--- config.mk ---
export PLATFORM = sky130hd
export DESIGN_NAME = instr_fetch_unit
export DESIGN_NICKNAME = d
export VERILOG_FILES = /design/src/rtl/instr_fetch_unit.sv
export SDC_FILE = /design/constraint.sdc
export NUM_CORES = 1
export LEC_CHECK = 0
export BUFFER_PORTS_ARGS = -buffer_cell sky130_fd_sc_hd__buf_2
export CORE_MARGIN = 5
export CORE_UTILIZATION = 25
export CTS_CLUSTER_DIAMETER = 150
export DETAILED_ROUTE_END_ITERATION = 10
export PLACE_DENSITY = 0.5
export SLEW_MARGIN = 20
export SYNTH_ARGS = -nofsm -noshare
export SYNTH_HDL_FRONTEND = slang
export SYNTH_SLANG_ARGS = --single-unit
export TNS_END_PERCENT = 100
--- constraint.sdc ---
create_clock -name clk -period 4.39 [get_ports clk]
set_input_delay 0.6585 -clock clk [delete_from_list [all_inputs] [get_ports clk]]
set_output_delay 0.6585 -clock clk [all_outputs]
set_load 0.03 [all_outputs]
--- src/rtl/instr_fetch_unit.sv ---
`default_nettype none
// ============================================================================
// Module  : instr_fetch_unit
// Purpose : PC owner and instruction fetch over req/ready/rvalid; optional
//           fetch watchdog enabled by defining FETCH_TIMEOUT_EN.
// Revision: 1.0 - initial release
// ============================================================================
module instr_fetch_unit #(
  parameter logic [31:0] RESET_PC       = 32'h0000_0000,
  parameter logic [31:0] RESET_INSTR    = 32'h0000_0013,
  parameter int unsigned TIMEOUT_CYCLES = 16
) (
  input  logic        clk,
  input  logic        resetn,
  input  logic        fetch_req,
  input  logic        pc_we,
  input  logic [31:0] pc_next,
  output logic        mem_req,
  output logic [31:0] mem_addr,
  input  logic        mem_ready,
  input  logic        mem_rvalid,
  input  logic [31:0] mem_rdata,
  output logic [31:0] pc,
  output logic [31:0] old_pc,
  output logic [31:0] instr,
  output logic [6:0]  op,
  output logic [2:0]  funct3,
  output logic        instr_valid,
  output logic        busy,
  output logic        misaligned,
  output logic        fault
);

  typedef enum logic [1:0] {
    S_IDLE = 2'd0,
    S_REQ  = 2'd1,
    S_WAIT = 2'd2
  } state_t;

  state_t      r_state;
  state_t      w_state_next;
  logic        r_pending;
  logic [31:0] r_pending_pc;
  logic        w_start;
  logic        w_complete;
  logic        w_misalign;
  logic        w_abort;
  logic        w_timeout_hit;
  logic [1:0]  w_fetch_lsb;

  assign busy     = (r_state != S_IDLE);
  assign mem_req  = (r_state == S_REQ);
  assign mem_addr = pc;
  assign op       = instr[6:0];
  assign funct3   = instr[14:12];

  // A simultaneous pc_we in IDLE redirects the fetch, so alignment is judged on the new PC.
  assign w_fetch_lsb = pc_we ? pc_next[1:0] : pc[1:0];

  always_comb begin
    w_state_next = r_state;
    w_start      = 1'b0;
    w_complete   = 1'b0;
    w_misalign   = 1'b0;
    w_abort      = 1'b0;
    case (r_state)
      S_IDLE: begin
        if (fetch_req) begin
          if (w_fetch_lsb != 2'b00) begin
            w_misalign = 1'b1;
          end else begin
            w_start      = 1'b1;
            w_state_next = S_REQ;
          end
        end
      end
      S_REQ: begin
        if (mem_ready) begin
          if (mem_rvalid) begin
            w_complete   = 1'b1;
            w_state_next = S_IDLE;
          end else begin
            w_state_next = S_WAIT;
          end
        end
      end
      S_WAIT: begin
        if (mem_rvalid) begin
          w_complete   = 1'b1;
          w_state_next = S_IDLE;
        end
      end
      default: w_state_next = S_IDLE;
    endcase
    if (w_timeout_hit && !w_complete) begin
      w_abort      = 1'b1;
      w_state_next = S_IDLE;
    end
  end

  always_ff @(posedge clk) begin
    if (!resetn) begin
      r_state      <= S_IDLE;
      pc           <= RESET_PC;
      old_pc       <= RESET_PC;
      instr        <= RESET_INSTR;
      instr_valid  <= 1'b0;
      misaligned   <= 1'b0;
      r_pending    <= 1'b0;
      r_pending_pc <= RESET_PC;
    end else begin
      r_state     <= w_state_next;
      instr_valid <= w_complete;
      misaligned  <= w_misalign;
      if (w_complete) begin
        instr     <= mem_rdata;
        old_pc    <= pc;
        r_pending <= 1'b0;
        // A redirect on the completing edge is the most recent write, so it wins.
        if (pc_we)          pc <= pc_next;
        else if (r_pending) pc <= r_pending_pc;
        else                pc <= pc + 32'd4;
      end else if (!busy) begin
        if (pc_we) pc <= pc_next;
      end else if (w_abort) begin
        r_pending <= 1'b0;
      end else if (pc_we) begin
        r_pending    <= 1'b1;
        r_pending_pc <= pc_next;
      end
    end
  end

`ifdef FETCH_TIMEOUT_EN
  localparam int unsigned CNT_W = $clog2(TIMEOUT_CYCLES + 1);

  logic [CNT_W-1:0] r_wd_cnt;
  logic             r_fault;

  always_ff @(posedge clk) begin
    if (!resetn) begin
      r_wd_cnt <= '0;
      r_fault  <= 1'b0;
    end else begin
      if (w_start)   r_wd_cnt <= '0;
      else if (busy) r_wd_cnt <= r_wd_cnt + 1'b1;
      if (w_abort)   r_fault  <= 1'b1;
    end
  end

  // Count equals cycles already spent busy, so this fires on the last allowed cycle.
  assign w_timeout_hit = busy && (r_wd_cnt == CNT_W'(TIMEOUT_CYCLES - 1));
  assign fault         = r_fault;
`else
  assign w_timeout_hit = 1'b0;
  assign fault         = 1'b0;
`endif

endmodule
`default_nettype wire

-- After elaboration in Yosys (flattened, before gate mapping)
Cells that the tools add are included.
- flip-flop bits (word level): 133
- input bits: 70
- output and inout port bits: 143
- logic and storage cells: 44
- add/subtract/negate cells: 1
- equal/unequal tests: 7
- multiplexer cells: 16
- bitwise logic cells: 2
- reduce and logical (&&, ||, !) cells: 10
- operators with widths (cell ; number):
    32-bit 2-to-1 mux ; 5
    32-bit by 3-bit adder with 32-bit output, second input constant ; 1
    2-bit 2-to-1 mux ; 6
    2-bit inequality test, second input constant ; 3
    2-bit case mux with 3 select lines ; 1
    3-bit AND reduction ; 2
    2-bit nonzero test ; 3
    2-bit by 1-bit inequality test with 1-bit output, second input constant ; 2
    2-bit AND reduction ; 2
    4-bit AND reduction ; 1
    1-bit 2-to-1 mux ; 3
    2-bit by 1-bit equality test with 1-bit output, second input constant ; 1
    2-bit equality test, second input constant ; 1
    2-bit logical NOT ; 1
    1-bit NOT ; 2
    1-bit case mux with 2 select lines ; 1
    2-bit OR reduction ; 1

-- Logic depth before layout (Yosys ltp)
Gate-level depths: netlist of the first run.
- word-level depth: 5
- gate-level depth with buffers: 9
- mapped depth without buffers: 7

-- Least setup slack after synthesis of the first run
Ideal clock, no wire load.
- path kind: register -> register
- start point: register pc[2], in the netlist mem_addr[2]
- end point: register pc[28], in the netlist mem_addr[28]
- setup time: 138 ps
- arrival time: 1928 ps
- required time: 4252 ps
- path slack: 2324 ps
- cell stages (with the launch flop): 8
- buffers on the path: 1
- period minus slack after synthesis: 2066 ps
- path through: dfxtp_1 ha_1 nand4_1 nor4_1 buf_2 a31oi_1 o221ai_1 a41oi_1
- longest elaborated chain between the ends: 4
- ends and longest elaborated chain (item ; line ; source):
    from (decl) ; 23 ; output logic [31:0] pc,
    from (signal assigned) ; 120 ; if (pc_we) pc <= pc_next;
    from (signal assigned) ; 121 ; else if (r_pending) pc <= r_pending_pc;
    from (signal assigned) ; 122 ; else pc <= pc + 32'd4;
    32-bit by 3-bit adder with 32-bit output ; 122 ;
    32-bit 2-to-1 mux ; 121 ;
    32-bit 2-to-1 mux ; 120 ;
    32-bit 2-to-1 mux ; 115 ; if (w_complete) begin
Every way passes these cells.
A chain may end at the register's enable or synchronous reset.

-- Final worst setup path of the first run
- start point: register r_state[0]
- end point: register pc[25], in the netlist mem_addr[25]
- longest elaborated chain between the ends: 4
- elaborated cells on any way between the ends: 8
- classes of those cells: 3 x eq/ne; 2 x mux; 3 x reduce/logical
- ends and longest elaborated chain (item ; line ; source):
    from (decl) ; 40 ; state_t r_state;
    from (signal assigned) ; 112 ; r_state <= w_state_next;
    2-bit equality test / 2-bit by 1-bit equality test with 1-bit output (equally long branches) ; 66 ; case (r_state)
    1-bit case mux with 2 select lines ; 66 ;
    2-bit by 1-bit inequality test with 1-bit output (no source line) / 2-bit nonzero test (equally long branches) ; - ;
    2-bit AND reduction (no source line) ; - ;
Several ways; a longest one is shown, not always the timed one.

==> results of run 1 <==
[routing by layer]
| metal | track usage [%] | wire (um) | vias to the layer above |
|---|---|---|---|
| met1 | 20.27 | 10330 | 2911 |
| li1 | - | - | 3046 |
| met2 | 24.54 | 10140 | 194 |
| met5 | 0 | 11 | - |
| met3 | 3.678 | 1251 | 21 |
| met4 | 4.340 | 318 | 2 |
[power by group through the flow]
stage | Sequential (mW) | Combinational (mW) | Clock (mW)
2_1_floorplan | 1.48 | 0.459 | 0
3_3_place_gp | 1.44 | 0.734 | 0
3_5_place_dp | 1.44 | 0.733 | 0
4_1_cts | 1.41 | 0.735 | 1.63
5_1_grt | 1.43 | 0.793 | 1.69
6_report | 1.41 | 0.729 | 1.58
[cells in the mapped netlist, drive strengths merged, types with 6 or more instances]
master	count	area, um^2
nand2	221	829.6
nand3	13	65.06
inv	12	45.04
a21oi	138	690.7
and3	11	70.07
a21o	6	45.04
nand4	9	62.56
nor3	8	40.04
dfxtp	133	2663
clkbuf	43	167.7
nor2	15	56.30
o21ai	45	225.2
o221ai	13	113.9
buf	61	425.4
and4	7	62.56
[state kept, by name, summed over array words and instances, names as in the netlist]
| name | cells |
|---|---|
| r_pending_pc | 32 |
| instr_valid | 1 |
| misaligned | 1 |
| mem_addr | 32 |
| old_pc | 32 |
| r_pending | 1 |
| r_state | 2 |
| instr | 32 |
[cells in the final DEF, fill, tap and decap left out, types with 13 or more instances in the layout]
cell type	n
sky130_fd_sc_hd__nand2_1	221
sky130_fd_sc_hd__buf_2	211
sky130_fd_sc_hd__a21oi_1	138
sky130_fd_sc_hd__dfxtp_1	133
sky130_fd_sc_hd__o21ai_0	43
sky130_fd_sc_hd__clkbuf_16	17
sky130_fd_sc_hd__nor2_1	14
sky130_fd_sc_hd__nand3_1	13
sky130_fd_sc_hd__o221ai_1	13
[critical path, cell delays in order (launching register included)]
cell	delay [ns]
sky130_fd_sc_hd__dfxtp_1	0.36
sky130_fd_sc_hd__inv_1	0.08
sky130_fd_sc_hd__ha_1	0.21
sky130_fd_sc_hd__a21oi_1	0.54
sky130_fd_sc_hd__or2_4	0.55
sky130_fd_sc_hd__buf_4	0.51
sky130_fd_sc_hd__nor3_1	0.12
sky130_fd_sc_hd__a221o_1	0.39
sky130_fd_sc_hd__o21a_1	0.18
[area by class of cell]
cell class / count / area [um^2] / share of cell area (%)
Clock inverter: 12 / 201.4 / 2.564
Multi-Input combinational cell: 565 / 2933 / 37.33
Inverter: 12 / 46.29 / 0.5893
Tap cell: 324 / 405.4 / 5.160
Clock buffer: 20 / 446.7 / 5.686
Timing Repair Buffer: 223 / 1159 / 14.75
Sequential cell: 133 / 2663 / 33.89
Antenna cell: 1 / 2.502 / 0.03185
[through the flow]
step	hold slack (ns)	utilization, %	area [um^2]	instances
2_1_floorplan	0.4328	-	6220	815
3_3_place_gp	0.4392	29.54	7206	1257
3_5_place_dp	0.4431	29.54	7206	1257
4_1_cts	0.4279	32.20	7854	1289
5_1_grt	0.4354	32.20	7854	1289
6_report	0.4431	32.21	7856	1290
[cells by family after synthesis]
family	share of synthesized area, %
compound gates	22.77
fa+ha+maj	0.8047
buf+inv	10.46
xor+xnor	0.9857
other cells	0.06029
simple gates	20.94
mux	1.167
flops	42.81
[final timing paths]
check	startpoint	to	slack (ns)	depth (start not counted)
max	r_state[0]$_SDFFE_PN0P_	mem_addr[25]$_SDFFE_PN0P_	1.33	8
min	mem_rdata[4]	instr[4]$_SDFFE_PN1P_	0.44	3
max reg2reg	r_state[0]$_SDFFE_PN0P_	mem_addr[25]$_SDFFE_PN0P_	1.33	8
min reg2reg	old_pc[15]$_SDFFE_PN0P_	old_pc[15]$_SDFFE_PN0P_	0.45	2
==> flow_results.org, run 1 <==
** GRT
- Maximum number of pins on one net before global-route repair :: 83
- Initial antenna violation count :: 1
- First-pass GRT wire length :: between 30000 and 40000 um
- The total overflow left after global routing is 0.
- The number of global-route vias before repair is 5822.
- Global routing used between 10% and 20% of the available tracks.

** Clock tree
- TritonCTS built the clock tree.
- Buffer levels on the longest clock path :: 2
- Clock sink total :: about 130
- Buffers inserted during clock tree synthesis total 17.
- Quantity of gates resized following cts :: 0
- In this run the post-CTS setup repair buffer count came out at 0.
- Source-to-sink clock delay at the later pin of the worst-skew pair :: approximately 0.42 ns
- Clock-pin slew reported for the worst setup and hold paths after clock tree synthesis :: 0.06 ns
- Count of hold-fix buffers inserted at cts :: 0
- H-tree depth :: 4
- The cell sitting at the root of the clock tree is a sky130_fd_sc_hd__clkbuf_16.

** Worst setup path
- The setup path with the least slack is of type reg2reg.
- Kind of start point of the critical path :: register
- Critical path data required time :: 4.70 ns
- The worst setup path is captured at a register.
- Worst path arrival time :: approximately 3.4 ns
- Of all nets on the critical path, the largest fanout is 43.

** Synthesis
- Yosys printed 0 warnings.
- Synthesized netlist net count :: ~890
- The synthesized design contains ~130 register bits.
- Counting every instance in the synthesized netlist gives 815.
- Of the synthesized area, sequential elements account for between 40% and 50%.
- Count of unique library cells instantiated by Yosys :: 62
- A synthesized cell averages between 7 and 8 um^2.
- Summing every instance area after synthesis gives about 6200 um^2.
- The most used flip-flop cell after synthesis is sky130_fd_sc_hd__dfxtp_1.
- For this run, asynchronously set or reset flops after synthesis account for 0%.
- Number of flops mapped to enable cells by yosys :: 0

** Timing
- Total count of max-transition violations in the final report :: 0
- Measured against its own limit, the worst slew margin works out to about a third.
- In the post-route analysis, the smallest setup slack over all paths is between 1 and 1.5 ns.
- Setup violations remaining at the end of the flow were counted as 0.
- Of the available clock period, the critical path in the final layout requires 69.75%.
- Derived from the worst setup path, the maximum achievable clock frequency is 326.6 MHz.
- Clk_skew :: ~0.011 ns
- For the finished layout, the period the worst path requires is just over 3 ns.
- The final hold violation count was 0.
- After routing, the total negative slack on setup checks comes to 0 ns.
- Setup repair after global routing left no endpoint under its margin.
- Measured slew at the worst slew-check pin :: 0.9948 ns

** Run status
- Result of the run :: complete, no violations

** Place
- Routability congestion estimate :: 0.7540
- Number of buffers added on ports :: between 200 and 250
- Worst slack at placement :: 1.169 ns
- Sum of net half-perimeters after detailed placement :: about 15000 um

** Hold path
- In this run the worst hold path is classified as in2reg.

** Pwr
- Net switching is around 32% of the power.
- IR analysis of the VDD net gives a maximum drop of 221.0 uV.
- Power per Cell Area :: between 400 and 500 nW/um^2
- Internal power :: 2.529 mW
- Summed over all cells, the static leakage comes to around 3.2 nW.
- Summed over all nets, the switching power comes to 1.194 mW.
- Combinational fraction of design power :: 19.6%
- Total power consumption of the routed design :: ~3.7 mW
- Clock power frac :: between 40% and 50%
- The share of total power dissipated in sequential elements is a little under two fifths.

** Cells and area
- The area growth from synthesis to layout is 26.31%.
- After filler insertion, the fill cell instance count of the layout stands at approximately 2.7k.
- After the last flow step, the layout net total stands at 1026.
- Share of final-layout standard cells stronger than drive strength 1 :: between 20% and 30%

** Floorplanning
- Width of the die :: 167.7 um
- Effective utilization at floorplan :: between 20% and 30%
- Core Box Area :: between 20000 and 25000 um^2
- Number of rows in the core area :: 57
- Io pins :: 213
- Area of the die :: 28130 um^2
- Measured along the y axis, the die boundary spans around 170 um.

** Route
- DRC violations left :: 0
- Total detailed-routing wirelength :: between 20000 and 25000 um
- The first TritonRoute pass finished after 5 iterations.
- Via Count :: 6174
- Once detail routing completed, the nets flagged for antenna violations numbered 0.
- After the first detailed-routing iteration, the DRC count stood at 403.
- After detailed routing, the number of vias per cell comes to between 4 and 5.
- Routed len/inst :: about 17 um

** Job
- Max-cap violations :: 0
Note: power is estimated with default switching activity, not from simulation.
==> inputs of run 2 (changes only) <==
clock period = 2.9 ns   (was 4.39 ns; I/O delays follow)
==> flow_results.org, run 2 (synthesis results as in run 1) <==
** Route
- The residual antenna-violating net count after detailed routing is 0 (unchanged).
- Routed len/inst :: 17.06 um (-0.23%)
- First-pass DRT Iterations :: 4 (-1)
- DR vias/cell :: 4.675 (-2.3%)
- The number of vias in the routed layout is 6091 (-1.3%).
- Iteration-0 DRC count of the detailed router :: 480 (+19%)
- The detailed-route DRC error count came to 0 (unchanged).
- Total detailed-routing wirelength :: 22220 um (+0.78%)

** Timing
- The share of the clock period used by the worst path was 82.88% (+13 points).
- The final setup violation count is 0 (unchanged).
- The max-slew violation count was 0 (unchanged).
- Measured slew at the worst slew-check pin :: 0.6441 ns (-0.3507 ns)
- Setup total negative slack :: 0 ns (unchanged)
- Unrepaired setup endpoints after global routing :: false
- The shortest period the worst path allows was 2.404 ns (-0.6585 ns).
- Clk_skew :: 0.008770 ns (-0.002693 ns)
- Highest clock frequency the design can meet :: 416.0 MHz (+27%)
- Normalized max-slew margin :: 57.06% (+23 points)
- Worst setup slack after layout :: 0.4964 ns (-0.8315 ns)
- The final hold violation count was 0 (unchanged).

** Clock tree
- The CTS sink count was 133 (unchanged).
- Buffer levels on the longest clock path :: 2 (unchanged)
- The register clock-pin slew on the reported worst setup and hold paths is 0.06 ns (about the same).
- The quantity of gates resized following cts came to 0 (unchanged).
- The tree is rooted in a sky130_fd_sc_hd__clkbuf_16.
- The maximum level of the CTS H-tree came to 4 (unchanged).
- The hold-fix buffer count after cts was 0 (unchanged).
- Post-CTS Repair Setup Buffers :: 0 (unchanged)
- Source-to-sink clock delay at the later pin of the worst-skew pair :: 0.41 ns (about the same)
- TritonCTS built the clock tree.
- Num CTS Buffers :: 17 (unchanged)

** Place
- The count of input and output buffers is 211 (unchanged).
- The placement-stage worst setup slack is 0.5220 ns (-0.6468 ns).
- Sum of net half-perimeters after detailed placement :: 15300 um (+4.2%)
- The placer congestion estimate is 0.7795 (+3.4%).
- Number of cells after detailed placement :: 1269 (+0.95%)

** Cells and area
- The core occupancy in the finished layout is 32.64% (+0.43 points).
- Post-layout instance count excluding filler cells :: 1303 (+1.0%)
- Most common cell after layout, fill and taps aside :: sky130_fd_sc_hd__nand2_1
- NumNets Final :: 1038 (+1.2%)
- Relative to the synthesized area, the layout overhead comes to 28.00%.
- The share of cells above drive strength 1 was 28.76% (+0.99 points).
- The total of fill cells in the finished design came to 2671 (+0.45%).
- Commonest cells after routing, fill and taps aside :: sky130_fd_sc_hd__nand2_1 (221), sky130_fd_sc_hd__buf_2 (211), sky130_fd_sc_hd__a21oi_1 (138), sky130_fd_sc_hd__dfxtp_1 (133), sky130_fd_sc_hd__o21ai_0 (43)

** GRT
- The combined global-route utilization of all metal layers came to 15.29% (+0.087 points).
- Sum of overflow across all layers after global routing :: 0 (unchanged)
- Initial antenna violation count :: 3 (+2)
- The maximum number of pins on one net before global-route repair came to 95 (+14%).
- Via count of the first global-routing pass :: 5892 (+1.2%)
- The first-pass GRT wire length is 34190 um (about the same).

** Worst setup path
- Grouping stages by cell kind, the critical path spends the most delay in compound AO/OA/AOI/OAI gates.
- Buf+Inv Stages, Crit Path :: 2 (unchanged)
- The worst register-to-register path begins at r_state[0]$_SDFFE_PN0P_.
- Delay of the slowest cell on the worst path :: 0.51 ns (-0.04 ns)
- Kind of start point of the critical path :: register
- Startpoint of the worst setup timing path :: r_state[0]$_SDFFE_PN0P_
- The signal on the critical path passes through inv_1 > ha_1 > a21oi_1 > or2_4 > buf_4 > o22ai_1 > a21oi_1 > o211a_1.
- The largest individual stage delay along the critical path comes from the cell sky130_fd_sc_hd__a21oi_1.
- The endpoint required time on the critical path is 3.25 ns (-1.45 ns).
- STA classifies the critical path endpoint as a register.
- Critical setup path kind :: reg2reg
- Counting stages on the worst path, the most repeated cell is sky130_fd_sc_hd__a21oi_1.
- The endpoint arrival time on the critical path is 2.75 ns (-0.63 ns).
- Crit path max fanout :: 41 (-4.7%)

** Pwr
- Total power consumption of the routed design :: 5.704 mW (+53%)
- The cell leakage power was 3.287 nW (+2.2%).
- The areal power density over the cells is 716.4 nW/um^2 (+51%).
- Maximum resistive drop on vdd :: 268.3 uV (+21%)

** Floorplanning
- Height of the die :: 167.7 um (unchanged)
- Area of the die :: 28130 um^2 (unchanged)
- Effective utilization at floorplan :: 25.50% (unchanged)
- Io pins :: 213 (unchanged)
- Number of rows in the core area :: 57 (unchanged)
- Width of the die :: 167.7 um (unchanged)
- The standard cell core area came to 24390 um^2 (unchanged).

** Hold path
- Min-Delay Startpoint :: mem_rdata[4]
- HP Class :: in2reg

** Job
- Max-cap violations :: 0 (unchanged)

** Run status
- Result of the run :: complete, no violations
## run 2: path summary, 6_finish.rpt
kind | depth (start not counted) | slack, ns | endpoint
max | 8 | 0.50 | mem_addr[24]$_SDFFE_PN0P_
min | 3 | 0.23 | instr[4]$_SDFFE_PN1P_
max reg2reg | 8 | 0.50 | mem_addr[24]$_SDFFE_PN0P_
min reg2reg | 2 | 0.45 | old_pc[23]$_SDFFE_PN0P_
## run 2: metal layers
metal	vias to the layer above	global-route usage (%)	share of wire, %
met5	-	0	0.058
met4	2	3.952	0.69
met3	12	4.031	6.4
met2	193	24.93	47
met1	2815	20.15	46
li1	3069	-	-
## run 2: layout make-up
cell class | count | area [um^2] | share of cell area [%]
Multi-Input combinational cell | 565 | 2925 | 36.74
Sequential cell | 133 | 2663 | 33.44
Timing Repair Buffer | 235 | 1249 | 15.68
Clock buffer | 21 | 470.5 | 5.909
Tap cell | 324 | 405.4 | 5.092
Clock inverter | 11 | 197.7 | 2.483
Inverter | 12 | 46.29 | 0.5815
Antenna cell | 2 | 5.005 | 0.06286
## run 2: worst min-delay path, cell delays in order
cell	delay [ns]
sky130_fd_sc_hd__buf_2	0.07
sky130_fd_sc_hd__nand2_1	0.04
sky130_fd_sc_hd__nand3_1	0.06
## run 2: stage by stage
stage	hold slack (ns)	instance area, um^2
floorplan	0.4328	6220
global placement	0.4396	7288
detailed placement	0.4432	7288
CTS	0.2057	7956
global route	0.2199	7961
finish	0.2283	7961
## run 2: where the power goes
group / total, mW / internal (mW) / switching (mW) / leakage, nW
logic: 1.15 / 0.351 / 0.801 / 1.88
registers: 2.12 / 1.95 / 0.169 / 1.08
clock network: 2.43 / 1.60 / 0.832 / 0.323
